File: config.mk
export PLATFORM = sky130hd
export DESIGN_NAME = muldiv_unit
export DESIGN_NICKNAME = d
export VERILOG_FILES = /design/src/rtl/rv32_pkg.sv /design/src/rtl/mdu_negate.sv /design/src/rtl/muldiv_unit.sv
export SDC_FILE = /design/constraint.sdc
export NUM_CORES = 1
export LEC_CHECK = 0
export ABC_CLOCK_PERIOD_IN_PS = 10320
export CAP_MARGIN = 20
export CELL_PAD_IN_SITES_DETAIL_PLACEMENT = 0
export CELL_PAD_IN_SITES_GLOBAL_PLACEMENT = 1
export CORE_AREA = 3 3 216 197
export CTS_CLUSTER_SIZE = 40
export DETAILED_ROUTE_END_ITERATION = 12
export DIE_AREA = 0 0 219 200
export PLACE_DENSITY_LB_ADDON = 0.3
export SLEW_MARGIN = 20
export SYNTH_ARGS = -nofsm -noshare
export SYNTH_HDL_FRONTEND = slang
export SYNTH_HIERARCHICAL = 1
export SYNTH_SLANG_ARGS = --single-unit
File: constraint.sdc
create_clock -name clk -period 10.32 [get_ports clk]
set_input_delay 1.032 -clock clk [delete_from_list [all_inputs] [get_ports clk]]
set_output_delay 1.032 -clock clk [all_outputs]
set_load 0.03 [all_outputs]
File: src/rtl/rv32_pkg.sv
// rv32_pkg: shared RV32 constants and types for the M-extension unit.
// Provides XLEN, the funct3 encodings of the eight M ops and the MDU FSM state type.
package rv32_pkg;

    localparam int XLEN = 32;

    localparam logic [2:0] F3_MUL    = 3'b000;
    localparam logic [2:0] F3_MULH   = 3'b001;
    localparam logic [2:0] F3_MULHSU = 3'b010;
    localparam logic [2:0] F3_MULHU  = 3'b011;
    localparam logic [2:0] F3_DIV    = 3'b100;
    localparam logic [2:0] F3_DIVU   = 3'b101;
    localparam logic [2:0] F3_REM    = 3'b110;
    localparam logic [2:0] F3_REMU   = 3'b111;

    typedef enum logic [1:0] {
        IDLE,
        CALC,
        FIX,
        DONE
    } mdu_state_t;

endpackage

File: src/rtl/mdu_negate.sv
// mdu_negate: conditional two's-complement negation, W bits wide.
// Ports: neg (negate when 1), din (value in), dout (din or -din, modulo 2^W).
module mdu_negate #(
    parameter int W = 32
) (
    input  logic         neg,
    input  logic [W-1:0] din,
    output logic [W-1:0] dout
);

    assign dout = neg ? (~din + W'(1)) : din;

endmodule

File: src/rtl/muldiv_unit.sv
// muldiv_unit: iterative RV32M multiply/divide (shift-add / restoring divide).
// Ports: clk, rst (sync, active high), start, funct3, op_a, op_b -> busy, done, result.
module muldiv_unit #(
    parameter int XLEN  = rv32_pkg::XLEN,
    parameter int CNT_W = $clog2(XLEN) + 1
) (
    input  logic            clk,
    input  logic            rst,
    input  logic            start,
    input  logic [2:0]      funct3,
    input  logic [XLEN-1:0] op_a,
    input  logic [XLEN-1:0] op_b,
    output logic            busy,
    output logic            done,
    output logic [XLEN-1:0] result
);
    import rv32_pkg::*;

    localparam logic [XLEN-1:0]  MIN_NEG = {1'b1, {(XLEN-1){1'b0}}};
    localparam logic [CNT_W-1:0] LAST    = CNT_W'(XLEN);

    mdu_state_t        state_q, state_d;
    logic [CNT_W-1:0]  cnt_q, cnt_d;
    logic [2*XLEN-1:0] p_q, p_d;
    logic [XLEN:0]     rem_q, rem_d;
    logic [XLEN-1:0]   m_q, m_d;
    logic [XLEN-1:0]   result_q, result_d;
    logic [2:0]        f3_q, f3_d;
    logic              neg_q, neg_d;
    logic              spec_q, spec_d;

    logic              sgn_a, sgn_b, neg_a, neg_b;
    logic              div_zero, div_ovf;
    logic [XLEN-1:0]   abs_a, abs_b, spec_val;
    logic [XLEN:0]     mul_sum, rem_sh, trial;
    logic              q_bit, is_mul;
    logic [2*XLEN-1:0] fix_in, fix_out;
    logic [XLEN-1:0]   fix_res;

    always_comb begin
        sgn_a = 1'b0;
        sgn_b = 1'b0;
        unique case (funct3)
            F3_MULH, F3_DIV, F3_REM: begin
                sgn_a = 1'b1;
                sgn_b = 1'b1;
            end
            F3_MULHSU: sgn_a = 1'b1;
            default: ;
        endcase
    end

    assign neg_a = sgn_a & op_a[XLEN-1];
    assign neg_b = sgn_b & op_b[XLEN-1];

    mdu_negate #(.W(XLEN)) u_abs_a (.neg(neg_a), .din(op_a), .dout(abs_a));
    mdu_negate #(.W(XLEN)) u_abs_b (.neg(neg_b), .din(op_b), .dout(abs_b));

    // Divide corner cases resolve at accept and skip the iteration entirely.
    assign div_zero = funct3[2] && (op_b == '0);
    assign div_ovf  = (funct3 == F3_DIV || funct3 == F3_REM)
                    && (op_a == MIN_NEG) && (op_b == '1);

    always_comb begin
        if (div_zero) spec_val = funct3[1] ? op_a : '1;
        else          spec_val = funct3[1] ? '0 : MIN_NEG;
    end

    // One shift-add step: upper half + multiplicand, then shift right by one.
    assign mul_sum = {1'b0, p_q[2*XLEN-1:XLEN]} + {1'b0, (p_q[0] ? m_q : '0)};

    // One restoring step: shift the next dividend bit in, keep the trial if it fits.
    assign rem_sh = {rem_q[XLEN-1:0], p_q[XLEN-1]};
    assign trial  = rem_sh - {1'b0, m_q};
    assign q_bit  = ~trial[XLEN];

    assign is_mul = ~f3_q[2];

    always_comb begin
        if (is_mul)       fix_in = p_q;
        else if (f3_q[1]) fix_in = {{(XLEN-1){1'b0}}, rem_q};
        else              fix_in = {{XLEN{1'b0}}, p_q[XLEN-1:0]};
    end

    mdu_negate #(.W(2*XLEN)) u_fix (.neg(neg_q), .din(fix_in), .dout(fix_out));

    assign fix_res = (is_mul && f3_q[1:0] != 2'b00) ? fix_out[2*XLEN-1:XLEN]
                                                    : fix_out[XLEN-1:0];

    always_comb begin
        state_d  = state_q;
        cnt_d    = cnt_q;
        p_d      = p_q;
        rem_d    = rem_q;
        m_d      = m_q;
        result_d = result_q;
        f3_d     = f3_q;
        neg_d    = neg_q;
        spec_d   = spec_q;
        unique case (state_q)
            IDLE: begin
                if (start) begin
                    f3_d   = funct3;
                    cnt_d  = '0;
                    spec_d = div_zero | div_ovf;
                    if (div_zero | div_ovf) begin
                        // FIX then just forwards the preset value.
                        p_d     = {{XLEN{1'b0}}, spec_val};
                        rem_d   = {1'b0, spec_val};
                        m_d     = '0;
                        neg_d   = 1'b0;
                        state_d = FIX;
                    end else begin
                        rem_d   = '0;
                        state_d = CALC;
                        if (funct3[2]) begin
                            p_d   = {{XLEN{1'b0}}, abs_a};
                            m_d   = abs_b;
                            neg_d = funct3[1] ? neg_a : (neg_a ^ neg_b);
                        end else begin
                            p_d   = {{XLEN{1'b0}}, abs_b};
                            m_d   = abs_a;
                            neg_d = neg_a ^ neg_b;
                        end
                    end
                end
            end
            CALC: begin
                if (cnt_q == LAST) begin
                    state_d = FIX;
                end else begin
                    cnt_d = cnt_q + CNT_W'(1);
                    if (f3_q[2]) begin
                        rem_d = q_bit ? trial : rem_sh;
                        p_d   = {p_q[2*XLEN-1:XLEN], p_q[XLEN-2:0], q_bit};
                    end else begin
                        p_d = {mul_sum, p_q[XLEN-1:1]};
                    end
                end
            end
            FIX: begin
                result_d = fix_res;
                state_d  = DONE;
            end
            DONE:    state_d = IDLE;
            default: state_d = IDLE;
        endcase
    end

    always_ff @(posedge clk) begin
        if (rst) begin
            state_q  <= IDLE;
            cnt_q    <= '0;
            p_q      <= '0;
            rem_q    <= '0;
            m_q      <= '0;
            result_q <= '0;
            f3_q     <= '0;
            neg_q    <= 1'b0;
            spec_q   <= 1'b0;
        end else begin
            state_q  <= state_d;
            cnt_q    <= cnt_d;
            p_q      <= p_d;
            rem_q    <= rem_d;
            m_q      <= m_d;
            result_q <= result_d;
            f3_q     <= f3_d;
            neg_q    <= neg_d;
            spec_q   <= spec_d;
        end
    end

    assign busy   = (state_q == CALC) || (state_q == FIX && !spec_q);
    assign done   = (state_q == DONE);
    assign result = result_q;

endmodule

Word-level counts from Yosys, hierarchy flattened:

Cells that the tools add are included.

* add/subtract/negate cells: 6
* equal/unequal tests: 15
* reduce and logical (&&, ||, !) cells: 19
* bitwise gates (word level): 9
* multiply operators: 0
* shift-type cells: 0
* divide/modulo/power cells: 0
* multiplexer cells: 36
* order comparisons: 0

Operators with widths (number)
* $mux 32: 12
* $mux 64: 5
* $mux 33: 5
* $pmux 64 s2: 1
* $pmux 33 s2: 1
* $add 32x1->32 const B: 2
* $add 64x1->64 const B: 1
* $eq 32x32->1 const B: 2
* $not 32->32: 2
* $not 64->64: 1
* $add 32x32->33: 1
* $sub 33x32->33: 1
* $logic_not 32->1: 1
* $mux 6: 2
* $pmux 6 s2: 1
* $ne 2x2->1 const B: 5
* $pmux 2 s4: 1
* $reduce_and 4->1: 2
* $add 6x1->6 const B: 1
* $eq 3x3->1 const B: 2
* $eq 6x6->1 const B: 1
* $mux 2: 3
* $logic_and 1x1->1: 5
* $mux 1: 5
* other kinds (16): 22

* output and inout bits: 34
* bits in read-only memories: 0
* RAM bits: 0
* word-level logic and storage cells: 95
* memories kept: 0
* bits in latches: 0
* flip-flop bits (word level): 174

Depth between registers and ports, before layout:

* depth in word-level cells: 9
* depth in mapped cells: 19
* mapped depth without buffers: 17

By module:

Netlist, hierarchy kept.

Modules (own cells, without submodules)
* muldiv_unit: instances 1, area an instance 12849.8 µm², cells each 1623, sequential area each 3483.3 µm²
* mdu_negate (u_fix): instances 1, area an instance 1649.1 µm², cells each 206, sequential area each 0.0 µm²
* mdu_negate (u_abs_a ...): instances 2, area an instance 777.0 µm², cells each 99, sequential area each 0.0 µm²

Worst setup path before layout:

OpenSTA, ideal clock, no wires.

* path type: register to register
* start: register f3_q[2]
* end: register result_q[23] (netlist: result[23])
* stages on the path, launching flop included: 14
* setup time: 0.086 ns
* clock period less this slack: 3.833 ns
* required time: 10.234 ns
* data arrival time: 3.748 ns
* setup slack: 6.487 ns
* cell sequence: dfxtp_1 > clkbuf_1 > clkbuf_1 > nand2_1 > clkbuf_1 > mux2_2 > or4_4 > nor4_4 > nand4_4 > buf_6 > o31ai_1 > xnor2_1 > mux2i_1 > a211oi_1

* cells in the longest elaborated chain, start to end: 5

RTL lines
* start, declared: line muldiv_unit.sv:28 `logic [2:0] f3_q, f3_d;`
* start signal, assigned: line muldiv_unit.sv:158 `f3_q <= '0;`
* start signal, assigned: line muldiv_unit.sv:168 `f3_q <= f3_d;`
* $mux 64: line muldiv_unit.sv:80 `if (is_mul) fix_in = p_q;`
* via fix_in[20]: line muldiv_unit.sv:37 `logic [2*XLEN-1:0] fix_in, fix_out;`
* $not 64->64: line mdu_negate.sv:11 `assign dout = neg ? (~din + W'(1)) : din;`
* $add 64x1->64: line mdu_negate.sv:11
* $mux 64: line mdu_negate.sv:11
* via fix_out[55]: line muldiv_unit.sv:37
* $mux 32: line muldiv_unit.sv:87 `assign fix_res = (is_mul && f3_q[1:0] != 2'b00) ? fix_out[2*XLEN-1:XLEN]`
* end signal, assigned: line muldiv_unit.sv:167 `result_q <= result_d;`
* end, declared: line muldiv_unit.sv:27 `logic [XLEN-1:0] result_q, result_d;`

The timed path passes the listed nets, and every way through them passes these cells.
A chain may end at the register's enable or synchronous reset.

Worst setup path in the final report:

* start: register f3_q[2]
* end: register result_q[18] (netlist: result[18])

Same word-level chain as after synthesis.

==> impl_metrics.tcl <==
set metrics [dict create \
    cap_viol_max_count 0 \
    timing.hold.worst.start "rem_q[32]$_SDFFE_PP0P_" \
    yosysSeqAreaShare_pct 21.70 \
    fin_nets 2200 \
    core_mm2 0.04046 \
    die-area_mm2 0.04380 \
    fin_skew_ps 15.34 \
    synth_flop_type "sky130_fd_sc_hd__dfxtp_1" \
    wl_per_instance_um 22.09 \
    synthesis.yosys.warnings 6 \
    worst_slew_margin_rel_pct 29.69 \
    avgViaCountPerCell 5.990 \
    worst_path_most_repeated_cell "sky130_fd_sc_hd__buf_4" \
    synthDominantAreaCellType "sky130_fd_sc_hd__dfxtp_1" \
    first_global_vias 14600 \
    syn_area_per_cell_um2 7.920 \
    place_worst_setup_slack_ps 5480 \
    cts_htree_levels 4 \
    distinct_cell_type_count_after_synthesis 95 \
    grt_first_pass_wirelength_um 88340 \
    critPathRequiredTime_ps 10690 \
    placementRows 70 \
    max-clock-path-buffers 2 \
    r2r_slack_ps 5460 \
    insertion_delay_ps 460 \
    p_sw_share_pct 50.71 \
    pwr-share-comb_pct 64.7 \
    wl_um 57570 \
    syn_inst 2027 \
    timing.final.setup_violations 0 \
    area.growth.synth_to_final_pct 12.55 \
    post-route-period-util_pct 47.14 \
    power.density_cell_area_mw_per_mm2 279.4 \
    seq_power_share_pct 22.2 \
    total_switching_power_mw 2.560 \
    grt_use_total_pct 25.88 \
    post-cts-setup-buffer-count 0 \
    p_leak_nw 6.766 \
    hold_path_class "register to register" \
    count_of_flip_flops_with_a_built_in_enable_after_synthesis 0 \
    setup_slack_ps 5455 \
    totalNegativeSetupSlack_ps 0 \
    portBuffers 103 \
    timing_hold_violations_final 0 \
    antenna_violating_nets_left 0 \
    synth-seq-cells 174 \
    max_clock_freq_mhz 205.6 \
    critical_path.max_fanout 71 \
    cts_root_buf "sky130_fd_sc_hd__clkbuf_16" \
    cts-hold-fix-buffers 0 \
    via_count 15610 \
    layout.cells.non_filler 2606 \
    fraction_of_layout_instances_using_a_drive_strength_above_1_pct 9.971 \
    endpoint_kind "register" \
    outcome "complete, no violations" \
    final_period_minus_worst_setup_slack_ps 4865 \
    floorplan.die.width_um 219 \
    hold_path_depth 2 \
    crit_path_cell_trace "buf_4, nand2_1, buf_4, mux2_2, or4_4, nor4_4, nand2b_1, o41ai_1, xnor2_1, mux2i_1, a211oi_1" \
    initial_detailed_routing_violation_count 1359 \
    grt_setup_unrepaired "false" \
    slew_viol_final 0 \
    io_count 104 \
    share_clk_of_total_power_pct 13.1 \
    die_h_um 200 \
    grt_overflow 0 \
    tritoncts "yes" \
    reg2reg_depth 11 \
    proportion_of_netlist_area_held_by_the_largest_area_contributor_pct 21.70 \
    cell_internal_pwr_mw 2.488 \
    cp-start-kind "register" \
    placed_cells 2575 \
    synth_area_leaders "sky130_fd_sc_hd__dfxtp_1 22%, sky130_fd_sc_hd__xnor2_1 8.1%, sky130_fd_sc_hd__mux2i_1 6.8%, sky130_fd_sc_hd__ha_1 5.8%, sky130_fd_sc_hd__nor2_1 5.0%" \
    count_of_clock_tree_sinks 174 \
    gp_congestion 0.9516 \
    number_of_cts_inserted_buffers 17 \
    tightest_slew_ps 1055 \
    crit_arrival_ps 5240 \
    place_hpwl_um 44230 \
    r2r_start "f3_q[2]$_SDFFE_PP0P_" \
    drc 0 \
    mappedNetlistNets 2173 \
    mappedNetlistArea_mm2 0.01605 \
    worst_hold_path.endpoint "rem_q[32]$_SDFFE_PP0P_" \
    timing.rr.end "result[18]$_SDFFE_PP0P_" \
    critPathMaxStageDelay_ps 680 \
    irDropWorstVdd_uv 161.5 \
    crit_type "register to register" \
    clkTransAtPathRegs_ps 80 \
    cp_slowest_cell "sky130_fd_sc_hd__buf_4" \
    postSynth.asyncResetShare_pct 0 \
    ant_diodes 0 \
    grt_antenna_before_repair 0 \
    initial_util_pct 39.67 \
    postLayoutCoreUtil_pct 44.65 \
    detailedRoute.firstPassIterationCount 5 \
    cts-resized-gates 0 \
    grt_max_degree 72 \
]
-- power groups by stage --
stage	Clock (mW)	Sequential, mW	Combinational [mW]
3_5_place_dp	0	1.13	3.21
4_1_cts	0.674	1.11	3.23
2_1_floorplan	0	1.08	2.32
5_1_grt	0.694	1.14	3.57
3_3_place_gp	0	1.12	3.20
6_report	0.659	1.12	3.27
-- metrics by stage --
| stage | hold slack, ps | area [um^2] | total power, mW |
|---|---|---|---|
| 6_report | 478.9 | 18070 | 5.048 |
| 4_1_cts | 471.8 | 18060 | 5.014 |
| 2_1_floorplan | 432.5 | 16050 | 3.405 |
| 3_3_place_gp | 464.0 | 17500 | 4.322 |
| 3_5_place_dp | 461.1 | 17500 | 4.337 |
| 5_1_grt | 515.9 | 18070 | 5.406 |
-- sequential cells by signal, indices dropped and copies added (netlist names) --
signal   cells
m_q         32
result      32
neg_q        1
p_q         64
spec_q       1
f3_q         3
cnt_q        6
state_q      2
rem_q       33
-- layout make-up --
class,count,area (um^2)
clock buffers,18,439.2
clock inverters,13,128.9
fillers,4105,22400
inverters,67,251.5
multi-input cells,1670,11900
flip-flops and latches,174,3486
well taps,540,675.6
repair buffers,124,1184
-- cells in the mapped netlist, types with 10 or more instances --
master                        n
sky130_fd_sc_hd__o211ai_1    10
sky130_fd_sc_hd__nor3_1      31
sky130_fd_sc_hd__a21oi_1     81
sky130_fd_sc_hd__o21bai_1    11
sky130_fd_sc_hd__xor2_1      21
sky130_fd_sc_hd__and3_1      13
sky130_fd_sc_hd__inv_1       67
sky130_fd_sc_hd__mux2i_1    109
sky130_fd_sc_hd__nor2_1     215
sky130_fd_sc_hd__o21ai_0    128
sky130_fd_sc_hd__a22oi_1     11
sky130_fd_sc_hd__nor4_1      30
sky130_fd_sc_hd__xnor2_1    149
sky130_fd_sc_hd__buf_1       18
sky130_fd_sc_hd__o41ai_2     12
sky130_fd_sc_hd__o21a_1      14
sky130_fd_sc_hd__a311oi_1    23
sky130_fd_sc_hd__o31ai_1     41
sky130_fd_sc_hd__nand4_1     24
sky130_fd_sc_hd__nand2b_1    20
sky130_fd_sc_hd__o41ai_1     18
sky130_fd_sc_hd__a21o_1      18
sky130_fd_sc_hd__ha_1        74
sky130_fd_sc_hd__dfxtp_1    174
sky130_fd_sc_hd__or3_1       16
sky130_fd_sc_hd__clkbuf_1    84
sky130_fd_sc_hd__a211oi_1    82
sky130_fd_sc_hd__o2111ai_1   21
sky130_fd_sc_hd__and2_1      40
sky130_fd_sc_hd__or4_1       11
sky130_fd_sc_hd__mux2_2      67
sky130_fd_sc_hd__nor2b_1     42
sky130_fd_sc_hd__nand2_1    179
sky130_fd_sc_hd__nand3_1     25
-- cells by family (layout without fill, tap and decap cells) --
logic type | Yosys count | in the layout | share of synthesized area, %
multiplexers | 176 | 176 | 11.50
adder cells (fa/ha/maj) | 76 | 76 | 6.017
buffers and inverters | 183 | 222 | 4.489
AND/OR/NAND/NOR | 710 | 710 | 23.21
XOR/XNOR | 170 | 170 | 9.275
AO/OA/AOI/OAI | 538 | 538 | 23.81
flip-flops | 174 | 174 | 21.70
-- how the worst max path moves through the flow --
stage	from	to	slack (ps)	depth (start not counted)
2_1_floorplan	f3_q[2]$_SDFFE_PP0P_	result[23]$_SDFFE_PP0P_	6490	13
3_3_place_gp	f3_q[2]$_SDFFE_PP0P_	result[18]$_SDFFE_PP0P_	5530	11
3_5_place_dp	funct3[2]	p_q[2]$_SDFFE_PP0P_	5480	9
4_1_cts	f3_q[2]$_SDFFE_PP0P_	result[31]$_SDFFE_PP0P_	5470	11
5_1_grt	f3_q[2]$_SDFFE_PP0P_	result[23]$_SDFFE_PP0P_	5150	12
6_report	f3_q[2]$_SDFFE_PP0P_	result[18]$_SDFFE_PP0P_	5460	11
-- cells in the final DEF (no fill, tap or decap), types with 18 or more instances in the layout --
| cell | count |
|---|---|
| sky130_fd_sc_hd__clkdlybuf4s50_1 | 101 |
| sky130_fd_sc_hd__dfxtp_1 | 172 |
| sky130_fd_sc_hd__xor2_1 | 21 |
| sky130_fd_sc_hd__buf_4 | 23 |
| sky130_fd_sc_hd__and2_1 | 39 |
| sky130_fd_sc_hd__nand2b_1 | 20 |
| sky130_fd_sc_hd__nor3_1 | 31 |
| sky130_fd_sc_hd__a21oi_1 | 79 |
| sky130_fd_sc_hd__nand4_1 | 24 |
| sky130_fd_sc_hd__a311oi_1 | 23 |
| sky130_fd_sc_hd__nand3_1 | 25 |
| sky130_fd_sc_hd__nor2b_1 | 42 |
| sky130_fd_sc_hd__ha_1 | 72 |
| sky130_fd_sc_hd__nand2_1 | 178 |
| sky130_fd_sc_hd__mux2i_1 | 109 |
| sky130_fd_sc_hd__inv_1 | 67 |
| sky130_fd_sc_hd__o2111ai_1 | 21 |
| sky130_fd_sc_hd__o41ai_1 | 18 |
| sky130_fd_sc_hd__a21o_1 | 18 |
| sky130_fd_sc_hd__mux2_2 | 67 |
| sky130_fd_sc_hd__o31ai_1 | 41 |
| sky130_fd_sc_hd__nor2_1 | 215 |
| sky130_fd_sc_hd__o21ai_0 | 128 |
| sky130_fd_sc_hd__nor4_1 | 29 |
| sky130_fd_sc_hd__a211oi_1 | 82 |
| sky130_fd_sc_hd__xnor2_1 | 149 |
-- worst max-delay path: cells and delay by family (launching register included) --
kind	cells	cell delay, ps
AOI/OAI and AO/OA	2	820
xor gates and xnor gates	1	180
muxes	2	430
buffers and inverters	2	1110
and+or+nand+nor	4	1880
DFF	1	320
-- routing by layer --
layer | global-route usage, % | routed length (um) | vias up
li1 | - | - | 7513
met3 | 2.558 | 3218 | 54
met5 | 0 | 0 | -
met1 | 37.79 | 27770 | 7483
met4 | 5.472 | 890 | 0
met2 | 41.54 | 25680 | 560
Note: power is estimated with default switching activity, not from simulation.
